==> config.mk <==
export PLATFORM = sky130hd
export DESIGN_NAME = reset_seq
export DESIGN_NICKNAME = d
export VERILOG_FILES = /design/src/rtl/reset_seq.sv
export SDC_FILE = /design/constraint.sdc
export NUM_CORES = 1
export LEC_CHECK = 0
export ABC_AREA = 1
export BUFFER_PORTS_ARGS = -buffer_cell sky130_fd_sc_hd__buf_4
export CORE_MARGIN = 4
export CORE_UTILIZATION = 57
export CTS_CLUSTER_DIAMETER = 50
export DETAILED_ROUTE_END_ITERATION = 8
export GPL_TIMING_DRIVEN = 0
export PLACE_DENSITY = 0.87
export SLEW_MARGIN = 10
export SYNTH_ARGS = -nofsm -noshare
export SYNTH_HDL_FRONTEND = slang
export SYNTH_SLANG_ARGS = --single-unit
==> constraint.sdc <==
create_clock -name aclk -period 2 [get_ports aclk]
set_clock_uncertainty 0.1 [all_clocks]
set_input_delay 0.2 -clock aclk [delete_from_list [all_inputs] [get_ports aclk]]
set_output_delay 0.2 -clock aclk [all_outputs]
set_load 0.05 [all_outputs]
==> src/rtl/reset_seq.sv <==
// Reset sequencer: holds all domain resets low, waits for lock,
// then releases them one by one in ascending index order.
module reset_seq #(
  parameter int N_OUT          = 4,
  parameter int ASSERT_CYCLES  = 16,
  parameter int STAGGER_CYCLES = 8
) (
  input  logic             aclk,
  input  logic             areset,
  input  logic             req,
  input  logic             locked,
  output logic             req_ack,
  output logic [N_OUT-1:0] aresetn_out,
  output logic             busy,
  output logic             done
);

  localparam int MAXC = (ASSERT_CYCLES > STAGGER_CYCLES) ?
                        ASSERT_CYCLES : STAGGER_CYCLES;
  localparam int CW   = $clog2(MAXC + 1);
  localparam int IW   = $clog2(N_OUT + 1);

  localparam logic [CW-1:0] A_LAST = CW'(ASSERT_CYCLES - 1);
  localparam logic [CW-1:0] S_LAST = CW'(STAGGER_CYCLES - 1);
  localparam logic [IW-1:0] I_LAST = IW'(N_OUT - 1);

  typedef enum logic [2:0] {
    S_IDLE,
    S_ASSERT,
    S_WAIT_LOCK,
    S_RELEASE,
    S_DONE
  } state_t;

  state_t           state_q, state_d;
  logic [CW-1:0]    cnt_q, cnt_d;
  logic [IW-1:0]    idx_q, idx_d;
  logic [N_OUT-1:0] rstn_q, rstn_d;
  logic             ack_q, ack_d;
  logic             busy_q, busy_d;
  logic             done_q, done_d;

  always_ff @(posedge aclk) begin
    if (areset) begin
      state_q <= S_ASSERT;
      cnt_q   <= '0;
      idx_q   <= '0;
      rstn_q  <= '0;
      ack_q   <= 1'b0;
      busy_q  <= 1'b1;
      done_q  <= 1'b0;
    end else begin
      state_q <= state_d;
      cnt_q   <= cnt_d;
      idx_q   <= idx_d;
      rstn_q  <= rstn_d;
      ack_q   <= ack_d;
      busy_q  <= busy_d;
      done_q  <= done_d;
    end
  end

  always_comb begin
    state_d = state_q;
    cnt_d   = cnt_q;
    idx_d   = idx_q;
    rstn_d  = rstn_q;
    ack_d   = 1'b0;
    done_d  = 1'b0;
    unique case (state_q)
      S_IDLE: begin
        if (req || !locked) begin
          state_d = S_ASSERT;
          rstn_d  = '0;
          cnt_d   = '0;
          idx_d   = '0;
          ack_d   = req;
        end
      end
      S_ASSERT: begin
        if (cnt_q == A_LAST) begin
          state_d = S_WAIT_LOCK;
          cnt_d   = '0;
        end else begin
          cnt_d = cnt_q + CW'(1);
        end
      end
      S_WAIT_LOCK: begin
        if (locked) begin
          rstn_d[0] = 1'b1;
          cnt_d     = '0;
          if (N_OUT == 1) begin
            state_d = S_DONE;
            done_d  = 1'b1;
          end else begin
            state_d = S_RELEASE;
            idx_d   = IW'(1);
          end
        end
      end
      S_RELEASE: begin
        if (req || !locked) begin
          state_d = S_ASSERT;
          rstn_d  = '0;
          cnt_d   = '0;
          idx_d   = '0;
          ack_d   = req;
        end else if (cnt_q == S_LAST) begin
          for (int i = 0; i < N_OUT; i++) begin
            if (idx_q == IW'(i)) rstn_d[i] = 1'b1;
          end
          cnt_d = '0;
          idx_d = idx_q + IW'(1);
          if (idx_q == I_LAST) begin
            state_d = S_DONE;
            done_d  = 1'b1;
          end
        end else begin
          cnt_d = cnt_q + CW'(1);
        end
      end
      S_DONE: begin
        // A request here is already covered by the sequence just finished.
        if (!locked) begin
          state_d = S_ASSERT;
          rstn_d  = '0;
          cnt_d   = '0;
          idx_d   = '0;
        end else begin
          state_d = S_IDLE;
        end
      end
      default: begin
        state_d = S_ASSERT;
        rstn_d  = '0;
        cnt_d   = '0;
        idx_d   = '0;
      end
    endcase
    busy_d = (state_d != S_IDLE);
  end

  assign req_ack     = ack_q;
  assign aresetn_out = rstn_q;
  assign busy        = busy_q;
  assign done        = done_q;

endmodule

==> results of run 1 <==
==> cells in the mapped netlist <==
cell type and n:
ha_1 8, nand3_4 1, nor2_2 4, nand2_1 43
clkbuf_1 1, nor3_1 5, o21ai_0 2, inv_1 18
o21ai_1 1, nand4_1 1, or2_0 1, nand2_2 3
a21oi_1 9, xnor2_1 1, nand3_2 1, nor2_4 3
dfxtp_1 18, nor2_1 23, inv_2 2, nand3_1 14
o211ai_1 1
==> path summary, 6_finish.rpt <==
check | start | to | slack (ns) | depth (start not counted)
setup reg to reg | cnt_q[0]$_SDFFE_PP0P_ | cnt_q[3]$_SDFFE_PP0P_ | 0.29 | 9
setup / recovery | cnt_q[0]$_SDFFE_PP0P_ | cnt_q[3]$_SDFFE_PP0P_ | 0.29 | 9
hold / removal | req | req_ack$_SDFF_PP0_ | 0.08 | 3
hold reg to reg | aresetn_out[0]$_SDFFE_PP0P_ | aresetn_out[0]$_SDFFE_PP0P_ | 0.37 | 2
==> layer usage <==
metal  routed length (um)  GRT usage [%]  part of all wire (%)
met2                 1150          34.53                    48
met5                    0              0                     0
met4                   61          13.10                   2.6
met1                  999          25.00                    42
met3                  168          3.207                   7.1
==> sequential cells by signal (all words and copies together), names as in the netlist <==
name and cells:
aresetn_out 4, busy 1, cnt_q 5, done 1
idx_q 3, req_ack 1, state_q 3
==> cell families (layout without fill, tap and decap cells) <==
group / after synthesis / after routing
AND/OR/NAND/NOR: 99 / 99
buffers and inverters: 21 / 35
adder cells (fa/ha/maj): 8 / 8
AO/OA/AOI/OAI: 13 / 13
flip-flops: 18 / 18
XOR/XNOR: 1 / 1
==> placed cells by master (no fill, tap or decap), types with 2 or more instances in the layout <==
cell,synthesis,final
a21oi_1,9,9
buf_4,0,10
clkbuf_4,0,3
dfxtp_1,18,18
ha_1,8,8
inv_1,18,18
inv_2,2,2
nand2_1,43,43
nand2_2,3,3
nand3_1,14,14
nor2_1,23,23
nor2_2,4,4
nor2_4,3,3
nor3_1,5,5
o21ai_0,2,2
==> power groups by stage <==
stage                     clock [mW]  combinational, mW  sequential, mW
final                          0.180             0.0389           0.370
after global routing           0.197             0.0451           0.372
after CTS                      0.182             0.0389           0.370
after detailed placement           0             0.0373           0.378
after global placement             0             0.0358           0.378
after floorplan                    0             0.0245           0.377
==> metrics by stage <==
stage | cells | hold WS [ns] | power (mW)
floorplan | 160 | 0.1793 | 0.4013
global placement | 195 | 0.2825 | 0.4135
detailed placement | 195 | 0.2868 | 0.4156
CTS | 199 | 0.07806 | 0.5911
global route | 199 | 0.08559 | 0.6136
finish | 199 | 0.08275 | 0.5890
==> worst register-to-register path, stage by stage (launching register included) <==
cell and delay [ns]:
dfxtp_1 0.42, ha_1 0.22, nand2_1 0.10, nor2_1 0.16, ha_1 0.23, inv_1 0.06
nand2_1 0.09, nand2_1 0.08, nand3_1 0.08, a21oi_1 0.06
==> final cells by class <==
cell class | instances | area share [%]
Buffer | 1 | 0.3090
Clock buffer | 3 | 1.854
Inverter | 20 | 6.179
Multi-Input combinational cell | 121 | 52.42
Sequential cell | 18 | 29.66
Tap cell | 25 | 2.575
Timing Repair Buffer | 11 | 7.003
==> qor.yml, run 1 <==
power_and_ir_drop:
  clockPowerShare_pct: 30.5
  power_switching_share_pct: 23.70
  power.switching_mw: 0.1396
  p_int_mw: 0.4494
  ir_drop_mv: 0.3178
  seqPwrFrac_pct: 62.9
  pwr-share-comb_pct: 6.6
  leakagePower_nw: 0.5793
  p_per_area_mw_per_mm2: 484.8
setup_path:
  cpMostUsedCell: "nand2_1"
  crit_path_cell_trace: "ha_1, nand2_1, nor2_1, ha_1, inv_1, nand2_1, nand2_1, nand3_1, a21oi_1"
  cp.arrival_ns: 1.78
  critical_path_peak_fanout: 5
  critical_path_required_ns: 2.07
  slowest_stage: "dfxtp_1"
  critPathCaptureType: "register"
  critPathBufInv: 1
  crit_family: "simple AND/OR/NAND/NOR gates"
  cp_slowest_stage_delay_ns: 0.42
  cp-start-kind: "register"
  critPathKind: "reg2reg"
place:
  portBuffers: 10
  preCtsSetupSlack_ns: 0.3088
  placed_area_mm2: 0.001182
  gp_congestion: 0.9477
  dpl.hpwl_um: 1856
timing:
  max_freq_ghz: 0.5854
  finalSetupViolCount: 0
  finalCriticalPeriod_ns: 1.708
  finalCritPeriodShare_pct: 85.41
  setup_tns_ns: 0
  hold_violations: 0
  setup_slack_ns: 0.2918
  rsz0062_at_grt: "no"
  tightest_slew_ns: 0.5180
  slew-limit-headroom_pct: 65.47
  drv_slew: 0
global_routing:
  antenna_found_initial: 0
  overflow: 0
  track_usage_pct: 20.91
  grt_start_max_net_pins: 11
  grt_pass1_vias: 992
  grt_pass1_wl_um: 4133
floorplanning:
  fp.dieH_um: 51.45
  rows: 15
  core_area_mm2: 0.001764
  die_w_um: 51.45
  io_pins: 11
  dieArea_mm2: 0.002647
  initial_core_util_pct: 60.99
synth:
  synth_compound_area_share_pct: 6.279
  synth.ff_latch_count: 18
  synth_top_cell_area_share_pct: 33.49
  syn_nets: 172
  synthSimpleGateAreaFrac_pct: 42.79
  synthesis.area_mm2: 0.001076
  synth.area.top_cells: "dfxtp_1 33%, nand2_1 15%, ha_1 9.3%, nor2_1 8.0%, nand3_1 6.5%"
  synth_top_family_by_area: "simple AND/OR/NAND/NOR gates"
  synthMuxAreaShare_pct: 0
  synth_xor_area_share_pct: 0.8140
  synth_largest_area_cell: "dfxtp_1"
  synth-adder-area-share_pct: 9.302
  ys_seq_area_share_pct: 33.49
  synth.distinct_cells: 21
  synthCells: 160
  syn_area_per_cell_um2: 6.725
  ys_warn_count: 0
clock_tree:
  cts_tree: "done"
  cts_setup_buffers: 0
  clk_pin_slew_ns: 0.10
  cts_root_buffer: "clkbuf_4"
  clkSinkCount: 18
  cts_resized: 0
  cts_hold_buf: 1
  clk_latency_ns: 0.29
  numCtsBuffers: 3
  clockBufferDepth: 2
  htree_levels: 1
route:
  routed_wl_um: 2380
  remaining_drc_errors: 0
  drtAntennaViolNets: 0
  drtIter0Drc: 37
  wl_per_cell_um: 11.96
  first_pass_iters: 4
  vias: 1043
  viasPerCell: 5.241
finish:
  final_util_pct: 68.87
  fin_nets: 188
  drive_gt1_share_pct: 15.52
  fillers: 162
  syn_to_final_growth_pct: 12.91
  diodes: 0
  fin_area_mm2: 0.001215
  multi_input_area_um2: 636.9
  register_area_um2: 360.3
run_status:
  status: "complete, no violations"
job:
  cap_violations: 0
hold_path:
  worst_hold_path_type: "in2reg"
Note: power is estimated with default switching activity, not from simulation.
==> run 2: changes to the inputs <==
Settings changed: BUFFER_PORTS_ARGS -buffer_cell sky130_fd_sc_hd__buf_4 to -buffer_cell sky130_fd_sc_hd__buf_2.
==> run 2 against run 1 <==
Utilization shrank 1.4 points; register-to-register slack lost 0.03 ns; cell count is the same; clock power shrank 2%; critical path depth is the same; worst hold slack gained 0.013 ns; maximum frequency shrank 1.6%; sequential share of layout area grew 0.62 points; wire length shrank 2.0%; design area shrank 2.1%; power shrank 1.0%; die area is the same; largest cell class unchanged; highest routed layer unchanged.
==> qor.yml, run 2 (synthesized netlist as in run 1, its figures left out) <==
floorplanning:
  die_w_um: 51.45
  fp.dieH_um: 51.45
  io_pins: 11
  rows: 15
  dieArea_mm2: 0.002647
  initial_core_util_pct: 60.99
  core_area_mm2: 0.001764
timing:
  setup_tns_ns: 0
  finalSetupViolCount: 0
  rsz0062_at_grt: "no"
  drv_slew: 0
  tightest_slew_ns: 0.5247
  setup_slack_ns: 0.2646
  hold_violations: 0
  slew-limit-headroom_pct: 65.02
  max_freq_ghz: 0.5763
  finalCriticalPeriod_ns: 1.735
  finalCritPeriodShare_pct: 86.77
setup_path:
  crit_family: "simple AND/OR/NAND/NOR gates"
  r2r-end: "cnt_q[3]$_SDFFE_PP0P_"
  critPathBufInv: 1
  cp.arrival_ns: 1.80
  critical_path_peak_fanout: 5
  cpMostUsedCell: "nand2_1"
  worst_r2r_path_depth: 9
  critPathCaptureType: "register"
  crit_path_cell_trace: "ha_1, nand2_1, nor2_1, ha_1, inv_1, nand2_1, nand2_1, nand3_1, a21oi_1"
  slowest_stage: "dfxtp_1"
  r2r_slack_ns: 0.26
  cp_slowest_stage_delay_ns: 0.42
  critPathKind: "reg2reg"
  cp-start-kind: "register"
  critPathLaunch: "cnt_q[0]$_SDFFE_PP0P_"
  critical_path_required_ns: 2.06
  r2r-start: "cnt_q[0]$_SDFFE_PP0P_"
route:
  drtAntennaViolNets: 0
  vias: 1044
  routed_wl_um: 2333
  first_pass_iters: 4
  drtIter0Drc: 24
  wl_per_cell_um: 11.72
  remaining_drc_errors: 0
  viasPerCell: 5.246
finish:
  largest_reg_flops: 5
  final_cell_mix: "43 x nand2_1, 23 x nor2_1, 18 x inv_1, 18 x dfxtp_1, 14 x nand3_1"
  regMostFlops: "cnt_q"
  fillers: 176
  drive_gt1_share_pct: 15.52
  fin_nets: 188
  multi_input_area_um2: 636.9
  register_area_um2: 360.3
  syn_to_final_growth_pct: 10.58
  diodes: 0
  mostFrequentLayoutCell: "nand2_1"
global_routing:
  grt_pass1_wl_um: 4002
  busiest_layer: "met2"
  gr-usage-met2_pct: 36.23
  antenna_found_initial: 0
  grt_pass1_vias: 1016
  track_usage_pct: 20.21
  grtUsageMet3_pct: 2.915
  grt_start_max_net_pins: 11
  grtUsageMet1_pct: 21.35
  overflow: 0
clock_tree:
  clk_pin_slew_ns: 0.09
  cts_tree: "done"
  cts_resized: 0
  clkSinkCount: 18
  clockBufferDepth: 2
  cts_root_buffer: "clkbuf_4"
  htree_levels: 1
  numCtsBuffers: 3
  clk_latency_ns: 0.29
run_status:
  status: "complete, no violations"
power_and_ir_drop:
  p_per_area_mw_per_mm2: 489.9
  ir_drop_mv: 0.4415
  leakagePower_nw: 0.5757
hold_path:
  whs_path_depth: 3
  hold_start: "req"
  min_to: "req_ack$_SDFF_PP0_"
  worst_hold_path_type: "in2reg"
place:
  gp_congestion: 0.8864
  portBuffers: 10
  preCtsSetupSlack_ns: 0.3137
  dpl.hpwl_um: 1842
job:
  cap_violations: 0
==> run 2: cell counts in the layout (fill, tap and decap cells not counted) <==
No cell type changed its count.
==> run 2: routing by layer <==
layer | part of all wire [%] | up-vias
li1 | - | 534
met1 | 41 | 472
met2 | 51 | 30
met3 | 4.6 | 8
met4 | 3.7 | 0
met5 | 0 | -
==> run 2: final cells by class <==
cell class	count	area share, %
multi-input cells	121	53.52
flip-flops and latches	18	30.28
inverters	20	6.309
repair buffers	11	5.047
well taps	25	2.629
clock buffers	3	1.893
plain buffers	1	0.3155
==> run 2: worst max-delay path by stage <==
stage	to	slack, ns	depth (start not counted)
3_5_place_dp	cnt_q[3]$_SDFFE_PP0P_	0.31	9
4_1_cts	cnt_q[3]$_SDFFE_PP0P_	0.29	9
5_1_grt	cnt_q[3]$_SDFFE_PP0P_	0.14	9
2_1_floorplan	cnt_q[4]$_SDFFE_PP0P_	0.55	9
6_report	cnt_q[3]$_SDFFE_PP0P_	0.26	9
3_3_place_gp	cnt_q[3]$_SDFFE_PP0P_	0.41	9
==> run 2: power breakdown <==
group          switching (mW)  leakage, nW  internal, mW
Clock                   0.106       0.0138        0.0701
Sequential            0.00645        0.146         0.364
Combinational          0.0231        0.416        0.0141
==> run 2: timing repair <==
| action | in CTS | in global routing |
|---|---|---|
| hold buffers | 1 | 0 |
| hold endpoints to repair | 1 | 0 |
| setup buffers | 0 | 0 |
==> run 2: worst min-delay path, cell delays in order <==
cell and delay (ns):
buf_2 0.12, inv_1 0.07, nor3_1 0.05
==> run 2: stage by stage <==
stage          util [%]  std cells  hold slack (ns)  power [mW]  cell area (um^2)
2_1_floorplan         -        160           0.1793      0.4013              1076
3_3_place_gp      65.60        195           0.2954      0.4118              1157
3_5_place_dp      65.60        195           0.3026      0.4137              1157
4_1_cts           67.45        199          0.08219      0.5898              1190
5_1_grt           67.45        199          0.08412      0.6125              1190
6_report          67.45        199          0.09615      0.5829              1190
==> run 3: changes to the inputs <==
Settings changed: CORE_UTILIZATION 57 to 48, PLACE_DENSITY 0.87 to 0.77.
==> run 3 against run 2 <==
Design area is 1.4% higher; wire length is 0.34% lower; non-clock buffer count stayed put; largest cell class unchanged.
==> qor.yml, run 3 (synthesized netlist as in run 1, its figures left out) <==
floorplanning:
  initial_core_util_pct: 52.70
  die_w_um: 55.35
  fp.dieH_um: 55.35
  core_area_mm2: 0.002042
  io_pins: 11
  rows: 16
  dieArea_mm2: 0.003063
power_and_ir_drop:
  power.switching_mw: 0.1521
  seqPwrFrac_pct: 57.7
  power_switching_share_pct: 23.73
  pwr-share-comb_pct: 5.8
  p_int_mw: 0.4890
  clockPowerShare_pct: 36.5
  leakagePower_nw: 0.5829
  ir_drop_mv: 0.4305
  p_per_area_mw_per_mm2: 531.5
place:
  gp_congestion: 0.9441
  portBuffers: 10
  dpl.hpwl_um: 1871
timing:
  setup_tns_ns: 0
  finalCritPeriodShare_pct: 83.56
  finalCriticalPeriod_ns: 1.671
  rsz0062_at_grt: "no"
  slew-limit-headroom_pct: 66.37
  drv_slew: 0
  max_freq_ghz: 0.5984
  tightest_slew_ns: 0.5045
  finalSetupViolCount: 0
  hold_violations: 0
route:
  routed_wl_um: 2325
  first_pass_iters: 4
  drtAntennaViolNets: 0
  wl_per_cell_um: 11.51
  remaining_drc_errors: 0
  drtIter0Drc: 31
  vias: 1013
  viasPerCell: 5.015
job:
  cap_violations: 0
finish:
  syn_to_final_growth_pct: 12.09
  final_cell_mix: "43 x nand2_1, 23 x nor2_1, 18 x inv_1, 18 x dfxtp_1, 14 x nand3_1"
  fin_nets: 188
  largest_reg_flops: 5
  final_util_pct: 59.07
  diodes: 0
  regMostFlops: "cnt_q"
  drive_gt1_share_pct: 16.00
  mostFrequentLayoutCell: "nand2_1"
global_routing:
  grt_start_max_net_pins: 11
  antenna_found_initial: 0
  grt_pass1_vias: 946
  track_usage_pct: 16.61
  grt_pass1_wl_um: 4126
  overflow: 0
setup_path:
  cp-start-kind: "register"
  critPathKind: "reg2reg"
  critical_path_required_ns: 2.07
  critical_path_peak_fanout: 5
  critPathCaptureType: "register"
  cp.arrival_ns: 1.74
clock_tree:
  cts_root_buffer: "clkbuf_4"
  clk_pin_slew_ns: 0.12
  cts_setup_buffers: 0
  numCtsBuffers: 3
  clkSinkCount: 18
  clockBufferDepth: 2
  cts_tree: "done"
  clk_latency_ns: 0.31
  htree_levels: 1
hold_path:
  worst_hold_path_type: "in2reg"
run_status:
  status: "complete, no violations"
[run 3: changes by cell type in the layout (fill, tap and decap cells not counted)]
cell	before	now
clkbuf_8	0	1
[run 3: final timing paths]
check / start / to / slack (ns) / cells past startpoint
setup / recovery: cnt_q[0]$_SDFFE_PP0P_ / cnt_q[3]$_SDFFE_PP0P_ / 0.33 / 9
hold / removal: req / req_ack$_SDFF_PP0_ / 0.06 / 3
setup reg to reg: cnt_q[0]$_SDFFE_PP0P_ / cnt_q[3]$_SDFFE_PP0P_ / 0.33 / 9
hold reg to reg: aresetn_out[0]$_SDFFE_PP0P_ / aresetn_out[0]$_SDFFE_PP0P_ / 0.36 / 2
[run 3: final cells by class]
type | instances | area, um^2
timing repair buffer | 11 | 60.06
buffer | 1 | 3.754
sequential | 18 | 360.3
inverter | 20 | 75.07
fill | 210 | 835.8
multi-input combinational | 121 | 636.9
tap | 27 | 33.78
clock buffer | 4 | 36.28
[run 3: layer usage]
metal / track usage, % / routed length (um) / vias up
li1: - / - / 541
met1: 19.52 / 996 / 433
met2: 28.21 / 1128 / 35
met3: 5.594 / 173 / 4
met4: 5.208 / 26 / 0
met5: 0 / 0 / -
[run 3: through the flow]
stage	std cells	hold slack [ns]	setup WS, ns	total power [mW]	cell area (um^2)
after detailed placement	197	0.3002	0.3615	0.4136	1160
after floorplan	160	0.1793	0.5522	0.4013	1076
final	202	0.06001	0.3288	0.6411	1206
after CTS	202	0.05249	0.3308	0.6483	1206
after global routing	202	0.05983	0.1460	0.6666	1206
after global placement	197	0.2979	0.4035	0.4118	1160
[run 3: power by group through the flow]
stage / Clock, mW / Combinational (mW) / Sequential, mW
3_3_place_gp: 0 / 0.0341 / 0.378
2_1_floorplan: 0 / 0.0245 / 0.377
5_1_grt: 0.254 / 0.0417 / 0.371
3_5_place_dp: 0 / 0.0357 / 0.378
6_report: 0.234 / 0.0371 / 0.370
4_1_cts: 0.241 / 0.0374 / 0.370
[run 3: timing repair]
action / CTS / global route
hold buffers: 1 / 0
hold endpoints to repair: 1 / 0
gates resized for setup: 0 / 0
[run 3: worst max-delay path: stages, from the launching register on]
cell and delay, ns:
dfxtp_1 0.42, ha_1 0.21, nand2_1 0.10, nor2_1 0.14, ha_1 0.21, inv_1 0.05, nand2_1 0.08, nand2_1 0.08
nand3_1 0.08, a21oi_1 0.06
